--- config.mk ---
export PLATFORM = sky130hd
export DESIGN_NAME = mem_bus_arbiter
export DESIGN_NICKNAME = d
export VERILOG_FILES = /design/src/rtl/mem_bus_arbiter.sv
export SDC_FILE = /design/constraint.sdc
export NUM_CORES = 1
export LEC_CHECK = 0
export ABC_CLOCK_PERIOD_IN_PS = 3100
export BUFFER_PORTS_ARGS = -buffer_cell sky130_fd_sc_hd__buf_2
export CORE_AREA = 4 4 201 203
export DETAILED_ROUTE_END_ITERATION = 12
export DIE_AREA = 0 0 205 207
export GPL_TIMING_DRIVEN = 0
export PLACE_DENSITY = 0.52
export SLEW_MARGIN = 30
export SYNTH_ARGS = -nofsm -noshare
export SYNTH_HDL_FRONTEND = slang
export SYNTH_SLANG_ARGS = --single-unit
--- constraint.sdc ---
create_clock -name clk -period 3.1 [get_ports clk]
set_clock_uncertainty 0.2 [all_clocks]
set_input_delay 0.62 -clock clk [delete_from_list [all_inputs] [get_ports clk]]
set_output_delay 0.62 -clock clk [all_outputs]
set_load 0.02 [all_outputs]
--- src/rtl/mem_bus_arbiter.sv ---
// ---------------------------------------------------------------------------
// mem_bus_arbiter
//   Merges the core's instruction bus (ireq/iresp) and data bus (dreq/dresp)
//   onto a single-beat memory bus (creq/cresp). One transaction is in flight
//   at a time. The data bus wins ties, but after MAX_DSTREAK consecutive data
//   grants taken while a fetch was waiting, the next grant goes to the fetch.
//
// Handshake semantics (all buses):
//   A requester raises *req_valid with stable fields and holds them until it
//   sees its *resp_data_ok pulse. addr_ok and data_ok pulse together for one
//   cycle. creq_valid stays high with constant fields until a cycle in which
//   cresp_ready && cresp_last; cresp_ready without cresp_last is a protocol
//   error: it is counted and otherwise ignored.
//
// Ports
//   clk, reset            clock, asynchronous active-low reset
//   ireq_* / iresp_*      instruction fetch request / response (32-bit word)
//   dreq_* / dresp_*      load/store request / response (64-bit lane)
//   creq_* / cresp_*      memory-side request / response
//   dbg_state             current FSM state (IDLE=0, BUSY=1, DONE=2)
//   dbg_proto_errs        saturating count of cresp_ready without cresp_last
// ---------------------------------------------------------------------------
module mem_bus_arbiter #(
    parameter int MAX_DSTREAK = 4
) (
    input  logic        clk,
    input  logic        reset,
    input  logic        ireq_valid,
    input  logic [63:0] ireq_addr,
    output logic        iresp_addr_ok,
    output logic        iresp_data_ok,
    output logic [31:0] iresp_data,
    input  logic        dreq_valid,
    input  logic [63:0] dreq_addr,
    input  logic [2:0]  dreq_size,
    input  logic [7:0]  dreq_strobe,
    input  logic [63:0] dreq_data,
    output logic        dresp_addr_ok,
    output logic        dresp_data_ok,
    output logic [63:0] dresp_data,
    output logic        creq_valid,
    output logic        creq_is_write,
    output logic [63:0] creq_addr,
    output logic [2:0]  creq_size,
    output logic [7:0]  creq_strobe,
    output logic [63:0] creq_data,
    input  logic        cresp_ready,
    input  logic        cresp_last,
    input  logic [63:0] cresp_data,
    output logic [1:0]  dbg_state,
    output logic [7:0]  dbg_proto_errs
);

    localparam int SW = $clog2(MAX_DSTREAK + 1);
    localparam logic [SW-1:0] MAX_S = SW'(MAX_DSTREAK);

    typedef enum logic [1:0] {
        IDLE = 2'd0,
        BUSY = 2'd1,
        DONE = 2'd2
    } state_t;

    state_t          state_q, state_d;
    logic            owner_d_q, owner_d_d;   // 1 = data bus owns the transaction
    logic [63:0]     addr_q, addr_d;
    logic [2:0]      size_q, size_d;
    logic [7:0]      strobe_q, strobe_d;
    logic [63:0]     wdata_q, wdata_d;
    logic [63:0]     rdata_q, rdata_d;
    logic [SW-1:0]   streak_q, streak_d;
    logic [7:0]      errs_q, errs_d;

    always_ff @(posedge clk or negedge reset) begin
        if (!reset) begin
            state_q   <= IDLE;
            owner_d_q <= 1'b0;
            addr_q    <= '0;
            size_q    <= '0;
            strobe_q  <= '0;
            wdata_q   <= '0;
            rdata_q   <= '0;
            streak_q  <= '0;
            errs_q    <= '0;
        end else begin
            state_q   <= state_d;
            owner_d_q <= owner_d_d;
            addr_q    <= addr_d;
            size_q    <= size_d;
            strobe_q  <= strobe_d;
            wdata_q   <= wdata_d;
            rdata_q   <= rdata_d;
            streak_q  <= streak_d;
            errs_q    <= errs_d;
        end
    end

    always_comb begin
        state_d   = state_q;
        owner_d_d = owner_d_q;
        addr_d    = addr_q;
        size_d    = size_q;
        strobe_d  = strobe_q;
        wdata_d   = wdata_q;
        rdata_d   = rdata_q;
        streak_d  = streak_q;
        errs_d    = errs_q;

        unique case (state_q)
            IDLE: begin
                // The streak only limits the data bus while a fetch is waiting.
                if (dreq_valid && ((streak_q < MAX_S) || !ireq_valid)) begin
                    owner_d_d = 1'b1;
                    addr_d    = dreq_addr;
                    size_d    = dreq_size;
                    strobe_d  = dreq_strobe;
                    wdata_d   = dreq_data;
                    if (ireq_valid) begin
                        streak_d = (streak_q == MAX_S) ? streak_q : streak_q + SW'(1);
                    end else begin
                        streak_d = '0;
                    end
                    state_d = BUSY;
                end else if (ireq_valid) begin
                    owner_d_d = 1'b0;
                    addr_d    = ireq_addr;
                    size_d    = 3'd2;
                    strobe_d  = 8'h00;
                    wdata_d   = 64'h0;
                    streak_d  = '0;
                    state_d   = BUSY;
                end
            end
            BUSY: begin
                if (cresp_ready) begin
                    if (cresp_last) begin
                        rdata_d = cresp_data;
                        state_d = DONE;
                    end else begin
                        errs_d = (errs_q == 8'hFF) ? errs_q : errs_q + 8'd1;
                    end
                end
            end
            DONE: begin
                // No grant here so a requester can drop or change valid.
                state_d = IDLE;
            end
            default: begin
                state_d = IDLE;
            end
        endcase
    end

    logic in_done;
    assign in_done = (state_q == DONE);

    assign creq_valid    = (state_q == BUSY);
    assign creq_is_write = |strobe_q;     // fetches latch a zero strobe
    assign creq_addr     = addr_q;
    assign creq_size     = size_q;
    assign creq_strobe   = strobe_q;
    assign creq_data     = wdata_q;

    assign iresp_addr_ok = in_done && !owner_d_q;
    assign iresp_data_ok = in_done && !owner_d_q;
    assign iresp_data    = (in_done && !owner_d_q)
                           ? (addr_q[2] ? rdata_q[63:32] : rdata_q[31:0])
                           : 32'h0;

    assign dresp_addr_ok = in_done && owner_d_q;
    assign dresp_data_ok = in_done && owner_d_q;
    assign dresp_data    = (in_done && owner_d_q) ? rdata_q : 64'h0;

    assign dbg_state      = state_q;
    assign dbg_proto_errs = errs_q;

endmodule

# ---- Yosys cells after proc, flatten, opt, wreduce, memory -nomap -nowiden
# Index checks and enable logic that the tools add are counted.
dict set report classes {
  n_addsub 2
  magnitude_cmp 1
  eq_ne 8
  muxes 22
  bitwise_logic 2
  n_reduce_logical 14
}
# op n
set op_table {}
lappend op_table {{64-bit 2-to-1 mux} 5}
lappend op_table {{32-bit 2-to-1 mux} 2}
lappend op_table {{3-bit 2-to-1 mux} 6}
lappend op_table {{8-bit 2-to-1 mux} 2}
lappend op_table {{3-bit AND reduction} 3}
lappend op_table {{8-bit by 1-bit adder with 8-bit output, second input constant} 1}
lappend op_table {{8-bit equality test, second input constant} 1}
lappend op_table {{2-bit 2-to-1 mux} 4}
lappend op_table {{8-bit OR reduction} 1}
lappend op_table {{3-bit != test, second input constant} 2}
lappend op_table {{2-bit by 1-bit != test with 1-bit output, second input constant} 2}
lappend op_table {{2-bit case mux with 2 select lines} 1}
lappend op_table {{4-bit AND reduction} 1}
lappend op_table {{3-bit by 1-bit adder with 3-bit output, second input constant} 1}
lappend op_table {{3-bit equality test, second input constant} 1}
lappend op_table {{1-bit logical AND} 3}
lappend op_table {{3-bit less-than comparator, second input constant} 1}
lappend op_table {{2-bit by 1-bit equality test with 1-bit output, second input constant} 1}
lappend op_table {{2-bit equality test, second input constant} 1}
lappend op_table {{1-bit zero test} 2}
lappend op_table {{2-bit zero test} 1}
lappend op_table {{1-bit 2-to-1 mux} 2}
lappend op_table {{1-bit inverter} 2}
lappend op_table {{2-bit AND reduction} 1}
lappend op_table {{2 further kinds} 2}
dict set report word_totals {
  ff_bits 217
  in_bits 273
  output_inout_bits 251
}

# ---- Depth between registers and ports, before layout
dict set report logic_depth {
  depth_word 5
  depth_mapped 7
  mapped_depth_nobuf 5
}

# ---- Least setup slack after synthesis
# Ideal clock, no wire load.
dict set report synth_path {
  path_type {reg2out}
  start {register state_q[0], in the netlist dbg_state[0]}
  end {output port iresp_data_ok}
  arrival_time_ns 1.593
  required_ns 2.280
  setup_slack_ns 0.687
  path_stages_with_launch 6
  path_buffers 3
  cell_sequence {dfrtp_1 -> or3b_2 -> clkbuf_1 -> buf_2 -> inv_1 -> buf_4}
}
dict set report synth_between {
  elab_chain_cells 2
}
# element line_no
set synth_lines {}
lappend synth_lines {{from (decl)} 63} ;# state_t state_q, state_d;
lappend synth_lines {{from (signal assigned)} 85} ;# state_q <= state_d;
lappend synth_lines {{2-bit equality test} 154} ;# assign in_done = (state_q == DONE);
lappend synth_lines {{1-bit logical AND} -}
lappend synth_lines {{to (decl)} 31} ;# output logic iresp_data_ok,
# Every way passes these cells.

# ---- Worst setup path in the final report
dict set report layout_path {
  start {register state_q[0], in the netlist dbg_state[0]}
  end {output port iresp_data[28]}
}
dict set report layout_between {
  elab_chain_cells 3
}
# element line_no
set layout_lines {}
lappend layout_lines {{2-bit equality test} 154}
lappend layout_lines {{1-bit logical AND} 165} ;# assign iresp_data = (in_done && !owner_d_q)
lappend layout_lines {{32-bit 2-to-1 mux} 166} ;# ? (addr_q[2] ? rdata_q[63:32] : rdata_q[31:0])
lappend layout_lines {{to (decl)} 32} ;# output logic [31:0] iresp_data,
# Every way passes these cells.

==> flow_summary_export.csv <==
group,metric,value,unit
yosys,syn_inst,794,
yosys,mappedNetlistNets,1070,
setup_path,timing.critical_path.required,2280,ps
setup_path,critPathCaptureType,"primary output",
sta,max_slew_margin,48.4,%
finish,storage_cell_area,0.00543,mm2
sta,worst-slew-pin-transition,767,ps
clock_network,clock_tree.root_cell,"sky130_fd_sc_hd__clkbuf_16",
die,die_width,205,um
placement,gp_congestion,0.830,
setup_path,crit_type,"register to primary output",
finish,final.fill_count,3931,
finish,fin_util,36.2,%
die,floorplan.io_pins,524,
routing,via_count,8317,
yosys,synth.mux.area_fraction,19.1,%
setup_path,timing.reg2reg.setup_slack,820,ps
setup_path,critPathLaunchType,"register",
sta,fmaxAchievable,339,MHz
status,outcome,"complete, no violations",
routing,wl_met2,17.8,mm
die,start_util,25.3,%
yosys,synth-xor-area-share,0.449,%
routing,wl_met1,14.9,mm
power_and_ir_drop,cellLeakagePower,7.60,nW
power_and_ir_drop,total_power,13.4,mW
yosys,synthesis.area,0.00974,mm2
sta,post-route-worst-setup-slack,147,ps
die,die_area,0.0424,mm2
placement,detailedPlace.worstSlack,372,ps
finish,layout-drive-gt1-share,49.5,%
yosys,synth_simple_gate_area_share,9.62,%
routing,post_drt_via_cell_ratio,4.40,
sta,part_of_the_cycle_the_worst_path_needs,95.3,%
sta,report.final.setup_viol,0,
clock_network,cts.htree.levels,1,
clock_network,clock_insertion_delay_worst_skew,530,ps
clock_network,tritoncts_clock_tree,"built",
global_routing,antenna_found_initial,8,
finish,area_growth_syn_to_layout,42.9,%
yosys,postSynthAreaPerCell,12.3,um2
finish,final_instance_area,0.0139,mm2
placement,detailed_place.area,0.0131,mm2
routing,met3RoutedLength,2.71,mm
placement,io_buffers,523,
sta,final_number_of_hold_violating_endpoints,0,
placement,post-place-cells,1837,
worst_hold_path,worst_hold_path_type,"input port to register",
routing,drt_total_wl,36.2,mm
run,maxCapViolCount,0,
power_and_ir_drop,power_per_cell_area,961,mW/mm2
sta,slew_viol_final,0,
yosys,cell_type_with_the_largest_total_area_after_synthesis,"sky130_fd_sc_hd__dfrtp_1",
global_routing,grt_pass1_vias,8805,
yosys,synth-async-reset-ratio,100,%
die,placementRows,72,
yosys,synth.distinct_cells,35,
yosys,postSynthRegisterBits,217,
clock_network,number_of_buffers_between_clock_root_and_the_deepest_sink,3,
yosys,synth_compound_area_share,10.5,%
yosys,synth.most_common_cell,"sky130_fd_sc_hd__dfrtp_1",
clock_network,cts_inserted_buffers,26,
die,design.core.area,0.0385,mm2
finish,num-nets-final,1623,
finish,stdcell_count,1889,
yosys,synth_top_area_share,55.7,%
yosys,synth.yosys.seq_area_share,55.7,%
power_and_ir_drop,vdd_ir_drop_max,0.000345,V
yosys,synth-adder-area-share,0.385,%
routing,drt_first_pass_iters,4,
yosys,synthTopCellsByArea,"sky130_fd_sc_hd__dfrtp_1 56%, sky130_fd_sc_hd__mux2i_1 9.9%, sky130_fd_sc_hd__a22o_1 6.7%, sky130_fd_sc_hd__mux2_4 6.2%, sky130_fd_sc_hd__and2_1 4.2%",
global_routing,global_route.usage.total,16.1,%
clock_network,post_cts_buffers,0,
clock_network,clock_sinks,217,
yosys,combinational_family_with_the_most_area_after_synthesis,"multiplexers",
routing,drtIter0Drc,322,
routing,detail_route.wl_per_cell,19.2,um
yosys,yosys-top-cells-count,"217 x sky130_fd_sc_hd__dfrtp_1, 96 x sky130_fd_sc_hd__mux2i_1, 74 x sky130_fd_sc_hd__a22o_1",
placement,detailedPlacementHpwl,28.0,mm
sta,timing.final.crit_period,2950,ps
yosys,synth_enable_flop_cells,0,
setup_path,cp_max_fo,10,
yosys,yosys_warnings,0,
sta,setup_repair_after_global_routing_missed_its_margin,"false",
global_routing,wire_length_of_the_first_global_routing_pass,53.9,mm
routing,highest_layer,"met5",
yosys,synthFlopType,"sky130_fd_sc_hd__dfrtp_1",
global_routing,overflow,0,
die,die_h,207,um
global_routing,grt_max_degree,79,
routing,remaining_drc_errors,0,
clock_network,cts.clk_slew.worst_paths,60,ps
routing,route.antenna.remaining_nets,0,
setup_path,cp_data_arrival_time,2130,ps
finish,combined_area_of_the_multi_input_logic_cells,0.00391,mm2
==> layer usage <==
metal / up-vias / global-route usage (%)
li1: 3895 / -
met1: 4032 / 20.0
met2: 335 / 28.3
met3: 49 / 3.61
met4: 6 / 3.97
met5: - / 0
==> metrics by stage <==
step / TNS (ps) / hold WS [ps]
after CTS: -11.2 / 60.3
final: 0 / 97.3
after global placement: -618730 / 257
after detailed placement: 0 / 265
after global routing: 0 / 71.6
after floorplan: 0 / 124
==> flip-flops by register name, summed over array words and instances, names as in the netlist, 2 cells and up <==
name and count:
creq_addr 64, creq_data 64, rdata_q 64, creq_strobe 8, dbg_proto_errs 8, creq_size 3
streak_q 3, dbg_state 2
==> logic make-up after synthesis <==
family | count (synthesis)
AOI/OAI and AO/OA | 147
xor gates and xnor gates | 5
adders and majority gates | 3
buffers and inverters | 67
DFF | 217
muxes | 163
and+or+nand+nor | 192
==> final timing paths <==
check,from,to,depth (start not counted)
max in group asynchronous,reset,creq_addr[48],3
hold / removal,cresp_data[60],rdata_q[60],2
setup / recovery,dbg_state[0],iresp_data[28],4
setup reg to reg,dbg_state[1],creq_strobe[2],5
hold reg to reg,creq_addr[0],creq_addr[0],2
min in group asynchronous,reset,rdata_q[46],2
==> report_power, final <==
group	switching [mW]	internal (mW)
Combinational	3.21	2.25
Clock	1.22	1.71
Sequential	0.854	4.13
==> critical path, stage by stage (launching register included) <==
cell	delay, ps
sky130_fd_sc_hd__dfrtp_1	420
sky130_fd_sc_hd__or3b_2	570
sky130_fd_sc_hd__clkbuf_4	240
sky130_fd_sc_hd__nor2_1	170
sky130_fd_sc_hd__buf_2	190
==> placed cells by master (no fill, tap or decap), drive strengths merged, types with 2 or more instances in the layout <==
cell type  instances
clkbuf            57
and2              65
nand2             73
diode              4
clkinv             8
ha                 3
xnor2              4
buf              568
nor4               2
and3               2
mux2              67
a21oi              2
nand3              5
a22o              74
nand4              2
mux2i             96
dfrtp            217
o21ai             68
nand2b             2
nor2              35
inv                6
==> final cells by class <==
type / count / share of cell area [%]
repair buffers: 526 / 19.3
diodes: 4 / 0.0719
plain buffers: 61 / 2.87
inverters: 5 / 0.135
clock buffers: 39 / 5.53
flip-flops and latches: 217 / 39.0
multi-input cells: 510 / 28.1
clock inverters: 9 / 0.350
well taps: 518 / 4.65
==> timing repair <==
item | 4_1_cts | 5_1_grt
hold buffers | 1 | 0
cloned | 0 | 0
pin swaps | 0 | 0
hold endpoints to repair | 61 | 0
resized for setup | 4 | 10
endpoints found under the setup margin | 53 | 36
Note: power is estimated with default switching activity, not from simulation.
